File: src/rtl/masked_share_gen.sv
// Sequential 8-share Boolean masking front end: splits a plaintext byte into
// eight shares using seven LFSR mask bytes drawn one per cycle.
module masked_share_gen #(
  parameter logic [31:0] SEED = 32'hACE1_2024
) (
  input  logic        clk,
  input  logic        rst,
  input  logic        seed_load,
  input  logic [31:0] seed_in,
  input  logic        in_valid,
  output logic        in_ready,
  input  logic [7:0]  in_data,
  output logic        out_valid,
  input  logic        out_ready,
  output logic [63:0] out_shares
);

  localparam int unsigned DATA_W = 8;
  localparam int unsigned LFSR_W = 32;
  localparam int unsigned CNT_W  = 3;

  localparam logic [CNT_W-1:0] LAST_MASK = 3'd6;

  localparam logic [1:0] IDLE = 2'd0;
  localparam logic [1:0] FILL = 2'd1;
  localparam logic [1:0] OUT  = 2'd2;

  logic [1:0]        state_q;
  logic [1:0]        state_d;
  logic [CNT_W-1:0]  cnt_q;
  logic [DATA_W-1:0] acc_q;
  logic [DATA_W-1:0] x_q;
  logic [LFSR_W-1:0] lfsr_q;

  logic              accept_c;
  logic              fill_last_c;
  logic [LFSR_W-1:0] lfsr_step_c;
  logic [LFSR_W-1:0] seed_sel_c;
  logic [DATA_W-1:0] mask_c;

  // Fibonacci LFSR, x^32 + x^22 + x^2 + x + 1
  assign lfsr_step_c = {lfsr_q[LFSR_W-2:0],
                        lfsr_q[31] ^ lfsr_q[21] ^ lfsr_q[1] ^ lfsr_q[0]};
  assign seed_sel_c  = (seed_in == '0) ? SEED : seed_in;
  assign mask_c      = lfsr_q[DATA_W-1:0];

  // Next-state and handshake decode
  always_comb begin
    state_d     = state_q;
    accept_c    = 1'b0;
    fill_last_c = 1'b0;
    case (state_q)
      IDLE: begin
        if (in_valid && in_ready) begin
          accept_c = 1'b1;
          state_d  = FILL;
        end
      end
      FILL: begin
        if (cnt_q == LAST_MASK) begin
          fill_last_c = 1'b1;
          state_d     = OUT;
        end
      end
      OUT: begin
        if (out_valid && out_ready) begin
          state_d = IDLE;
        end
      end
      default: state_d = IDLE;
    endcase
  end

  // State register with registered handshake flags
  always_ff @(posedge clk) begin
    if (rst) begin
      state_q   <= IDLE;
      in_ready  <= 1'b1;
      out_valid <= 1'b0;
    end else begin
      state_q   <= state_d;
      in_ready  <= (state_d == IDLE);
      out_valid <= (state_d == OUT);
    end
  end

  // Mask generation datapath; LFSR advances only while filling
  always_ff @(posedge clk) begin
    if (rst) begin
      lfsr_q     <= SEED;
      cnt_q      <= '0;
      acc_q      <= '0;
      x_q        <= '0;
      out_shares <= '0;
    end else begin
      case (state_q)
        IDLE: begin
          // Seed load lands before the first FILL cycle reads the LFSR
          if (seed_load) begin
            lfsr_q <= seed_sel_c;
          end
          if (accept_c) begin
            x_q   <= in_data;
            acc_q <= '0;
            cnt_q <= '0;
          end
        end
        FILL: begin
          out_shares[{cnt_q, 3'b000} +: DATA_W] <= mask_c;
          acc_q  <= acc_q ^ mask_c;
          lfsr_q <= lfsr_step_c;
          cnt_q  <= cnt_q + 3'd1;
          if (fill_last_c) begin
            // Closing share; plaintext copy is scrubbed once folded in
            out_shares[63:56] <= x_q ^ acc_q ^ mask_c;
            x_q   <= '0;
            acc_q <= '0;
            cnt_q <= '0;
          end
        end
        default: ;
      endcase
    end
  end

endmodule

File: config.mk
export PLATFORM = sky130hd
export DESIGN_NAME = masked_share_gen
export DESIGN_NICKNAME = d
export VERILOG_FILES = /design/src/rtl/masked_share_gen.sv
export SDC_FILE = /design/constraint.sdc
export NUM_CORES = 1
export LEC_CHECK = 0
export ABC_AREA = 1
export BUFFER_PORTS_ARGS = -buffer_cell sky130_fd_sc_hd__buf_4
export CAP_MARGIN = 0
export CORE_MARGIN = 3
export CORE_UTILIZATION = 50
export CTS_CLUSTER_SIZE = 28
export DETAILED_ROUTE_END_ITERATION = 6
export PLACE_DENSITY = 0.76
export SYNTH_ARGS = -nofsm -noshare
export SYNTH_HDL_FRONTEND = slang
export SYNTH_SLANG_ARGS = --single-unit
File: constraint.sdc
create_clock -name clk -period 1.84 [get_ports clk]
set_input_delay 0.46 -clock clk [delete_from_list [all_inputs] [get_ports clk]]
set_output_delay 0.46 -clock clk [all_outputs]
set_load 0.01 [all_outputs]
==> metrics.log <==
INFO  metric outcome = complete, but fails checks
INFO  metric failed_checks = negative setup slack
INFO  metric cts_tree = done
INFO  metric arrival = 2.35 ns
INFO  metric post_cts_hold_buffers = 0
INFO  metric initial_core_util = 52.7%
INFO  metric num_vias = between 5000 and 6000
INFO  metric grt_busiest_layer = met2
INFO  metric synth_area_per_cell = 6.87 um^2
INFO  metric hold_depth = 3
INFO  metric critical-path-max-stage-delay = between 0.3 and 0.4 ns
INFO  metric ir_drop = around 530 uV
INFO  metric post-dp-hpwl = 11100 um
INFO  metric globalRoute.totalOverflow = 0
INFO  metric synth-xor-area-share = less than 1%
INFO  metric cellPowerDensity = 940 mW/mm^2
INFO  metric wl = 15900 um
INFO  metric setup.reg_to_reg.worst_slack = -0.1 ns
INFO  metric path_clk_slew = 0.06 ns
INFO  metric clock_latency = 0.52 ns
INFO  metric route.detailed.wl_per_inst = around 15 um
INFO  metric dieArea = 0.0124 mm^2
INFO  metric grt_setup_unrepaired = yes
INFO  metric synth.lib_cells_used.distinct = 33
INFO  metric hold_viol_final = 0
INFO  metric yosys.area_share.adder = 1.35%
INFO  metric first_global_vias = 5382
INFO  metric placement.io_buffers = 110
INFO  metric synth_top_family_by_area = simple AND/OR/NAND/NOR gates
INFO  metric gp_routability_congestion = 0.911
INFO  metric grt_use_total = 24.7%
INFO  metric layout_setup_ws = -0.0991 ns
INFO  metric timing.final.crit_share = 105%
INFO  metric placed_cells = 1046
INFO  metric register_area_share_after_synthesis = 42.9%
INFO  metric clockRootBuffer = clkbuf_8
INFO  metric start_kind = flop
INFO  metric post_synth_and_or_nand_nor_area_fraction = approximately 32%
INFO  metric cp_cell_sequence = inv_2, ha_2, ha_4, inv_4, nor2_4, buf_4, nand3_2, o21ai_0, nor2_1
INFO  metric antenna_cells = 0
INFO  metric first_iter_violations = between 500 and 600
INFO  metric areaGrowthSynthToFinish = 32.3%
INFO  metric floorplan.die.height = 111 um
INFO  metric synthesis.yosys.warnings = 0
INFO  metric leakage = 3.36 nW
INFO  metric yosys.area.top_type = dfxtp_1
INFO  metric final_util = 69.7%
INFO  metric layout-drive-gt1-share = 23.2%
INFO  metric cpLargestDelayFamily = adder cells
INFO  metric fin_worst_skew = 0.0100 ns
INFO  metric drc = 0
INFO  metric final_antenna_net_count = 0
INFO  metric drv_cap = 0
INFO  metric total_power = about 6.9 mW
INFO  metric final_net_count = 989
INFO  metric first_pass_grt_wire_length = 25500 um
INFO  metric timing.critical_path.slowest_stage_cell = dfxtp_2
INFO  metric final-setup-viol-count = 2
INFO  metric report.final.slew_viol_count = 0
INFO  metric htreeDepth = 4
INFO  metric core_box_area = 0.0106 mm^2
INFO  metric worst-setup-path-type = flop to flop
INFO  metric antenna_found_initial = 0
INFO  metric largest_net_degree_at_the_start_of_global_routing = 40
INFO  metric final_cells = 1087
INFO  metric worst_r2r_endpoint = out_shares[36]
INFO  metric worstHoldEndpoint = x_q[4]
INFO  metric globalRouteMet2Util = 41.3%
INFO  metric cts-buffers-inserted = 17
INFO  metric slew-limit-headroom = 67.6%
INFO  metric path_depth = 9
INFO  metric syn_inst = around 800
INFO  metric ys_seq_elements = roughly 120
INFO  metric drt_first_pass_iters = 7
INFO  metric fp_rows = 37
INFO  metric netlist_top_cells_area = dfxtp_1 (43%), nand2_1 (12%), nor2_1 (9.7%)
INFO  metric number_of_nets_produced_by_synthesis = 860
INFO  metric clock_path_buffers = 2
INFO  metric synthesized_area_fraction_occupied_by_ao_oa_aoi_and_oai_cells = 14.5%
INFO  metric crit_buf_inv = 3
INFO  metric timing.hold.worst.start = in_data[4]
INFO  metric horizontal_die_dimension = ~110 um
INFO  metric period_minus_slack = 1.94 ns
INFO  metric dp_worst_setup_slack = -0.0132 ns
INFO  metric path_category_of_the_worst_min_delay_check = primary input to flop
INFO  metric pin_count = 111
INFO  metric r2r_cells = 9
INFO  metric detail_route.vias_per_cell = 5.36
INFO  metric path_max_fanout = 5
INFO  metric synth.area.mux_share = 0%
INFO  metric grt.met3_usage = 5.87%
INFO  metric clock-sinks = 119
INFO  metric regToRegStartpoint = cnt_q[0]
INFO  metric endpoint_kind = flop
INFO  metric fin_setup_tns = -0.135 ns
INFO  metric max_slew.worst_pin.slew = 0.486 ns
INFO  metric achievable-frequency = 516 MHz
INFO  metric synth_area = 0.00556 mm^2
INFO  metric gr_met1_demand_resource = 31.4%
INFO  metric worst-endpoint-required = 2.25 ns
INFO  metric netlist.area_leader.share = 42.9%
-- worst max-delay path by stage --
stage               slack [ns]      from             end
global placement          0.07  cnt_q[0]  out_shares[31]
CTS                      -0.08  cnt_q[0]  out_shares[35]
finish                    -0.1  cnt_q[0]  out_shares[36]
global route             -0.09  cnt_q[1]  out_shares[36]
detailed placement       -0.01  cnt_q[0]  out_shares[35]
floorplan                -0.04  cnt_q[1]   out_shares[0]
-- final cells by class --
class | instances | area (um^2)
clock buffers | 19 | 442
clock inverters | 13 | 123
fillers | 827 | 3200
inverters | 86 | 329
multi-input cells | 575 | 2790
flip-flops and latches | 119 | 2390
well taps | 136 | 170
repair buffers | 139 | 1110
-- state kept, by name, indices dropped and copies added (netlist names) --
register    count
cnt_q           3
x_q             8
state_q         2
lfsr_q         32
in_ready        1
out_valid       1
out_shares     64
acc_q           8
-- layout by cell type, fill, tap and decap left out, types with 4 or more instances in the layout --
master,netlist,layout
a21oi_1,64,64
buf_12,0,5
buf_4,6,133
clkbuf_16,0,16
clkinvlp_4,0,4
dfxtp_1,119,116
ha_1,6,4
inv_1,73,70
inv_2,12,13
nand2_1,181,181
nand3_1,46,44
nand3_2,4,5
nand3_4,0,4
nand3b_1,6,6
nand4_1,6,6
nor2_1,144,143
nor2_4,5,5
nor3_1,8,7
o211ai_1,6,6
o21ai_0,54,46
o21ai_1,21,29
-- Yosys cell counts (all sizes together) --
| master | n |
|---|---|
| nor2 | 149 |
| nand4 | 9 |
| o21ai | 75 |
| o211ai | 6 |
| inv | 85 |
| nand3b | 6 |
| nand2 | 185 |
| ha | 6 |
| dfxtp | 119 |
| a21oi | 64 |
| o221ai | 3 |
| or2 | 2 |
| buf | 20 |
| a211oi | 4 |
| xnor2 | 2 |
| clkinv | 1 |
| xor2 | 1 |
| clkbuf | 12 |
| nor3 | 10 |
| nand3 | 50 |
-- where the power goes --
part           total, mW  internal, mW  switching (mW)
clock               3.14          1.87            1.27
sequential          2.80          2.69           0.110
combinational      0.966         0.370           0.596
total               6.91          4.94            1.97
-- stage by stage --
stage / hold slack, ns / instance area [um^2]
after floorplan: 0.441 / 5560
after global placement: 0.434 / 6620
after detailed placement: 0.440 / 6620
final: 0.189 / 7350
after global routing: 0.194 / 7350
after CTS: 0.185 / 7180
-- cell families after synthesis --
logic type,after synthesis
compound gates,152
xor+xnor,3
fa+ha+maj,6
buf+inv,118
flops,119
simple gates,411
-- worst register-to-register path, cell delays in order (launching register included) --
cell and delay, ns:
dfxtp_2 0.33, inv_2 0.06, ha_2 0.20, ha_4 0.29, inv_4 0.06, nor2_4 0.25, buf_4 0.19, nand3_2 0.11
o21ai_0 0.29, nor2_1 0.06
-- repair_timing --
action                                  in CTS  in global routing
gates cloned                                 0                  3
endpoints found under the setup margin      18                 46
resized for setup                            0                 25
pin swaps                                    0                  4
setup buffers                                0                  6
-- layer usage --
metal	wire, um	vias to the layer above	part of all wire, %
met5	0	-	0
met2	7560	263	48
met4	355	0	2.2
li1	-	2866	-
met1	6650	2651	42
met3	1320	44	8.3
Note: power is estimated with default switching activity, not from simulation.
